<file path="config.mk">
export PLATFORM = sky130hd
export DESIGN_NAME = spi_req_arbiter
export DESIGN_NICKNAME = d
export VERILOG_FILES = /design/src/rtl/spi_pkg.sv /design/src/rtl/rr_pick.sv /design/src/rtl/spi_req_arbiter.sv
export SDC_FILE = /design/constraint.sdc
export NUM_CORES = 1
export LEC_CHECK = 0
export BUFFER_PORTS_ARGS = -buffer_cell sky130_fd_sc_hd__buf_2
export CAP_MARGIN = 10
export CORE_MARGIN = 2
export CORE_UTILIZATION = 50
export CTS_BUF_LIST = sky130_fd_sc_hd__clkbuf_4 sky130_fd_sc_hd__clkbuf_8 sky130_fd_sc_hd__clkbuf_16
export CTS_CLUSTER_SIZE = 20
export DETAILED_ROUTE_END_ITERATION = 12
export GPL_ROUTABILITY_DRIVEN = 0
export PLACE_DENSITY = 0.82
export REMOVE_ABC_BUFFERS = 1
export SLEW_MARGIN = 25
export SYNTH_ARGS = -nofsm -noshare
export SYNTH_HDL_FRONTEND = slang
export SYNTH_SLANG_ARGS = --single-unit
</file>
<file path="constraint.sdc">
create_clock -name clk -period 2.9 [get_ports clk]
set_input_delay 0.58 -clock clk [delete_from_list [all_inputs] [get_ports clk]]
set_output_delay 0.58 -clock clk [all_outputs]
set_load 0.03 [all_outputs]
</file>
<file path="src/rtl/spi_pkg.sv">
// Shared constants and FSM state encoding for the SPI request arbiter.
package spi_pkg;

  localparam int SPI_BYTE_W      = 8;
  localparam int DEFAULT_TIMEOUT = 4096;
  localparam int DEFAULT_GAP     = 2;
  localparam int STATE_W         = 3;

  typedef enum logic [STATE_W-1:0] {
    S_IDLE,
    S_LAUNCH,
    S_WAIT,
    S_RESP,
    S_GAP
  } arb_state_e;

endpackage

</file>
<file path="src/rtl/rr_pick.sv">
// Combinational round-robin picker: first set request bit at or after the
// pointer, wrapping from N_REQ-1 back to 0.
module rr_pick import spi_pkg::*; #(
  parameter int N_REQ = 4
) (
  input  logic [N_REQ-1:0]         req_i,
  input  logic [$clog2(N_REQ)-1:0] ptr_i,
  output logic                     valid_o,
  output logic [$clog2(N_REQ)-1:0] idx_o
);

  localparam int PW = $clog2(N_REQ);
  localparam logic [PW:0] N_W = (PW+1)'(N_REQ);

  logic [PW:0] cand;

  // Scan offsets from farthest to nearest so the nearest hit wins.
  always_comb begin
    valid_o = 1'b0;
    idx_o   = '0;
    cand    = '0;
    for (int k = N_REQ-1; k >= 0; k--) begin
      cand = {1'b0, ptr_i} + (PW+1)'(k);
      if (cand >= N_W) cand = cand - N_W;
      if (req_i[cand[PW-1:0]]) begin
        valid_o = 1'b1;
        idx_o   = cand[PW-1:0];
      end
    end
  end

endmodule

</file>
<file path="src/rtl/spi_req_arbiter.sv">
// Round-robin sharing of one SPI byte engine between N_REQ requesters, with
// per-transaction locking, response return and a watchdog on the master's done.
module spi_req_arbiter import spi_pkg::*; #(
  parameter int N_REQ   = 4,
  parameter int TIMEOUT = DEFAULT_TIMEOUT,
  parameter int GAP     = DEFAULT_GAP
) (
  input  logic                          clk,
  input  logic                          rst,
  input  logic [N_REQ-1:0]              req,
  input  logic [SPI_BYTE_W*N_REQ-1:0]   req_data,
  input  logic [N_REQ-1:0]              req_last,
  output logic [N_REQ-1:0]              gnt,
  output logic [N_REQ-1:0]              rsp_valid,
  output logic [SPI_BYTE_W-1:0]         rsp_data,
  output logic [N_REQ-1:0]              err,
  output logic [$clog2(N_REQ)-1:0]      owner,
  output logic                          busy,
  output logic [N_REQ-1:0]              dev_cs_n,
  output logic                          m_start,
  output logic [SPI_BYTE_W-1:0]         m_data_in,
  input  logic [SPI_BYTE_W-1:0]         m_data_out,
  input  logic                          m_done,
  input  logic                          m_cs
);

  localparam int PW    = $clog2(N_REQ);
  localparam int WD_W  = $clog2(TIMEOUT);
  localparam int GAP_W = $clog2(GAP+1);
  localparam logic [WD_W-1:0]  WD_LAST  = WD_W'(TIMEOUT-1);
  localparam logic [GAP_W-1:0] GAP_LAST = GAP_W'(GAP-1);
  localparam logic [PW-1:0]    IDX_LAST = PW'(N_REQ-1);

  arb_state_e             state_q;
  logic [PW-1:0]          owner_q, ptr_q, ptr_d, pick_idx;
  logic                   pick_valid;
  logic                   locked_q, last_q, first_q, done_q;
  logic [WD_W-1:0]        wd_q;
  logic [GAP_W-1:0]       gap_q;
  logic [N_REQ-1:0]       gnt_q, rsp_valid_q, err_q;
  logic [SPI_BYTE_W-1:0]  rsp_data_q, m_data_in_q;
  logic                   m_start_q;
  logic [SPI_BYTE_W-1:0]  req_byte [N_REQ];

  for (genvar i = 0; i < N_REQ; i++) begin : g_req
    assign req_byte[i] = req_data[SPI_BYTE_W*i +: SPI_BYTE_W];
    assign dev_cs_n[i] = m_cs | ~(locked_q && (owner_q == PW'(i)));
  end

  rr_pick #(.N_REQ(N_REQ)) u_pick (
    .req_i   (req),
    .ptr_i   (ptr_q),
    .valid_o (pick_valid),
    .idx_o   (pick_idx)
  );

  always_comb ptr_d = (pick_idx == IDX_LAST) ? '0 : pick_idx + PW'(1);

  // The lock is taken at launch and only released when a byte flagged last
  // completes (or the watchdog fires), so the device select spans the burst.
  always_ff @(posedge clk) begin
    if (rst) begin
      state_q     <= S_IDLE;
      owner_q     <= '0;
      ptr_q       <= '0;
      locked_q    <= 1'b0;
      last_q      <= 1'b0;
      first_q     <= 1'b0;
      done_q      <= 1'b0;
      wd_q        <= '0;
      gap_q       <= '0;
      gnt_q       <= '0;
      rsp_valid_q <= '0;
      err_q       <= '0;
      rsp_data_q  <= '0;
      m_start_q   <= 1'b0;
      m_data_in_q <= '0;
    end else begin
      gnt_q       <= '0;
      rsp_valid_q <= '0;
      err_q       <= '0;
      m_start_q   <= 1'b0;
      done_q      <= m_done;
      case (state_q)
        S_IDLE: begin
          if (locked_q) begin
            if (req[owner_q]) state_q <= S_LAUNCH;
          end else if (pick_valid) begin
            owner_q <= pick_idx;
            ptr_q   <= ptr_d;
            state_q <= S_LAUNCH;
          end
        end
        S_LAUNCH: begin
          m_data_in_q    <= req_byte[owner_q];
          m_start_q      <= 1'b1;
          gnt_q[owner_q] <= 1'b1;
          locked_q       <= 1'b1;
          last_q         <= req_last[owner_q];
          wd_q           <= '0;
          first_q        <= 1'b1;
          state_q        <= S_WAIT;
        end
        S_WAIT: begin
          first_q <= 1'b0;
          // A done edge in the first cycle belongs to the previous byte.
          if (!first_q && m_done && !done_q) begin
            rsp_data_q           <= m_data_out;
            rsp_valid_q[owner_q] <= 1'b1;
            if (last_q) locked_q <= 1'b0;
            state_q              <= S_RESP;
          end else if (wd_q == WD_LAST) begin
            err_q[owner_q] <= 1'b1;
            locked_q       <= 1'b0;
            gap_q          <= '0;
            state_q        <= S_GAP;
          end else begin
            wd_q <= wd_q + WD_W'(1);
          end
        end
        S_RESP: begin
          gap_q   <= '0;
          state_q <= S_GAP;
        end
        S_GAP: begin
          if (gap_q == GAP_LAST) state_q <= S_IDLE;
          else                   gap_q   <= gap_q + GAP_W'(1);
        end
        default: state_q <= S_IDLE;
      endcase
    end
  end

  assign gnt       = gnt_q;
  assign rsp_valid = rsp_valid_q;
  assign rsp_data  = rsp_data_q;
  assign err       = err_q;
  assign owner     = owner_q;
  assign busy      = (state_q != S_IDLE);
  assign m_start   = m_start_q;
  assign m_data_in = m_data_in_q;

endmodule

</file>
==> flow_metrics.tcl <==
set metrics [dict create \
    status "finished clean" \
    endpoint_kind "output port" \
    nNetsFinal 408 \
    synth_cells 269 \
    area_growth_pct 23.35 \
    drive_above_1_share_pct 32.77 \
    tritoncts "yes" \
    place_hpwl_mm 4.224 \
    slowest_stage "dfxtp_1" \
    clock-sinks 54 \
    max_cap_viol_count 0 \
    cp-endpoint "dev_cs_n[3]" \
    root_buffer "clkbuf_8" \
    io_buffers 87 \
    synth_area_um2 2411 \
    critical_path.cell_chain "buf_4, nand3_1, buf_2" \
    grt_max_degree 35 \
    drc_errors 0 \
    io_pins 88 \
    yosys_most_used_dff "dfxtp_1" \
    r2r_start "wd_q[0]$_SDFFE_PP0P_" \
    ir_worst_vdd_uv 454.1 \
    dieArea_um2 5393 \
    syn_avg_cell_area_um2 8.963 \
    vias 2222 \
    critPathBufInv 2 \
    fin_skew_ns 0.004901 \
    synth-xor-area-share_pct 3.633 \
    yosysSeqAreaShare_pct 44.84 \
    pre_cts_slack_ns 0.8202 \
    overflow 0 \
    coreArea_um2 4692 \
    final_common_cell "buf_2" \
    cp_max_fo 14 \
    setup_viol_count_final 0 \
    power_leakage_nw 1.239 \
    hold_class "flop to flop" \
    max_slew_margin_pct 55.34 \
    max_stage_delay_ns 0.67 \
    slew_viol_final 0 \
    power_density_nw_per_um2 745.7 \
    critPathTopFamily "flip-flops" \
    period_needed_ns 2.111 \
    synth_async_sr_flop_share_pct 0 \
    rsz0062_at_grt "no" \
    grt_pass1_wl_mm 8.804 \
    max_clock_freq_mhz 473.7 \
    hold_violations 0 \
    grtUsageTotal_pct 20.79 \
    cp-startpoint "owner[0]$_SDFFE_PP0P_" \
    r2r_end "gap_q[1]$_SDFFE_PP0P_" \
    yosys.area_share.simple_pct 24.86 \
    die_y_um 73.44 \
    fillers 422 \
    synth_edf_count 0 \
    detail_route.vias_per_cell 5.446 \
    die_width_um 73.44 \
    synth-seq-cells 54 \
    drt_first_iter_violations 91 \
    clk_pin_slew_ns 0.09 \
    cts_buffers 5 \
    cp_data_arrival_time_ns 1.53 \
    mostFrequentLayoutCells "87 x buf_2, 54 x dfxtp_1, 42 x nand2_1" \
    synthAdderAreaFrac_pct 1.038 \
    muxShareOfSynthArea_pct 9.756 \
    firstDrtPassIters 4 \
    synth_top_family_by_area "simple AND/OR/NAND/NOR gates" \
    post_cts_resized 0 \
    startpoint_type "flop" \
    clkLatencyLatePin_ns 0.30 \
    layout_setup_ws_ns 0.7892 \
    routed_wl_mm 5.650 \
    required_ns 2.32 \
    avgRoutedWirePerCell_um 13.85 \
    grt_pass1_vias 1930 \
    h-tree-depth 2 \
    worstMarginPinSlew_ns 0.6682 \
    critPathKind "flop to output port" \
    holdBufCountCts 0 \
    cp_num_cells 3 \
    cts_setup_buffers 0 \
    final_antenna_net_count 0 \
    ff2ff_setup_slack_ns 0.91 \
    initial_core_util_pct 51.39 \
    fp-row-count 25 \
    antennaDiodeCount 0 \
    reg2reg_depth 5 \
    fin_crit_sh_pct 72.79 \
    yosysWarnings 0 \
    clock_path_buffers 2 \
    ys_types 40 \
    synth_compound_area_share_pct 11.94 \
    setup_tns_ns 0 \
    antenna_found_initial 0 \
]
-- routing by layer --
metal / up-vias / wire (um) / GRT usage, % / part of all wire, %
met5: - / 0 / 0 / 0
met4: 0 / 121 / 7.475 / 2.1
met2: 68 / 2873 / 34.13 / 51
li1: 1113 / - / - / -
met3: 12 / 267 / 4.115 / 4.7
met1: 1029 / 2388 / 27.14 / 42
-- layout make-up --
type	count	area (um^2)	share of cell area, %
clock inverter	1	7.507	0.2524
multi-input combinational	193	1235	41.52
timing repair buffer	93	480.5	16.15
inverter	7	26.28	0.8835
tap	54	67.56	2.272
sequential	54	1081	36.35
clock buffer	6	76.32	2.566
-- cells in the mapped netlist, drive strengths merged (3+ instances only) --
cell type  instances  area (um^2)
xor2               6        52.55
clkbuf            10        37.54
nand4              7        43.79
and4               3        26.28
and2               3        18.77
xnor2              4        35.03
nand3             14        70.07
nand3b             3        22.52
o21ai              8        40.04
nand2b             5        31.28
nor2              22        82.58
a211oi             3        22.52
inv                7        26.28
mux4              10        225.2
nand2             42        157.7
buf                5        31.28
dfxtp             54         1081
nor3              10        61.31
or3                3        18.77
a21oi             29        148.9
-- tightest hold or removal path, cell delays in order, from the launching register on --
cell and delay, ns:
dfxtp_1 0.32, nand2_1 0.05, a21oi_1 0.05
-- state kept, by name (all words and copies together), names as in the netlist, 3 cells and up --
signal,count
wd_q,12
m_data_in,8
rsp_data,8
err,4
gnt,4
rsp_valid,4
state_q,3
-- stage by stage --
step	cell area (um^2)	hold slack (ns)	total power, mW	instances	utilization, %
finish	2974	0.4569	2.218	408	63.39
floorplan	2342	0.4271	1.551	254	-
detailed placement	2890	0.4430	1.827	401	61.60
global route	2974	0.4688	2.360	408	63.39
CTS	2974	0.4559	2.229	408	63.39
global placement	2890	0.4398	1.802	401	61.60
-- power by group --
group,switching [mW],total [mW],internal (mW)
registers,0.113,0.959,0.846
clock network,0.230,0.405,0.175
logic,0.525,0.854,0.328
-- worst min-delay path by stage --
stage	start	endpoint	slack [ns]	cells after the start
detailed placement	rsp_data[0]$_SDFFE_PP0P_	rsp_data[0]$_SDFFE_PP0P_	0.44	2
global route	m_data_in[6]$_SDFFE_PP0P_	m_data_in[6]$_SDFFE_PP0P_	0.47	2
floorplan	last_q$_SDFFE_PP0P_	last_q$_SDFFE_PP0P_	0.43	2
finish	rsp_data[0]$_SDFFE_PP0P_	rsp_data[0]$_SDFFE_PP0P_	0.46	2
CTS	rsp_data[0]$_SDFFE_PP0P_	rsp_data[0]$_SDFFE_PP0P_	0.46	2
global placement	m_data_in[7]$_SDFFE_PP0P_	m_data_in[7]$_SDFFE_PP0P_	0.44	2
-- kinds of logic (layout without fill, tap and decap cells) --
logic type                 Yosys count  count (layout)
adders and majority gates            2               2
DFF                                 54              54
buffers and inverters               22             107
muxes                               11              11
AOI/OAI and AO/OA                   49              49
and+or+nand+nor                    121             121
xor gates and xnor gates            10              10
Power figures use the tool's default switching activity.
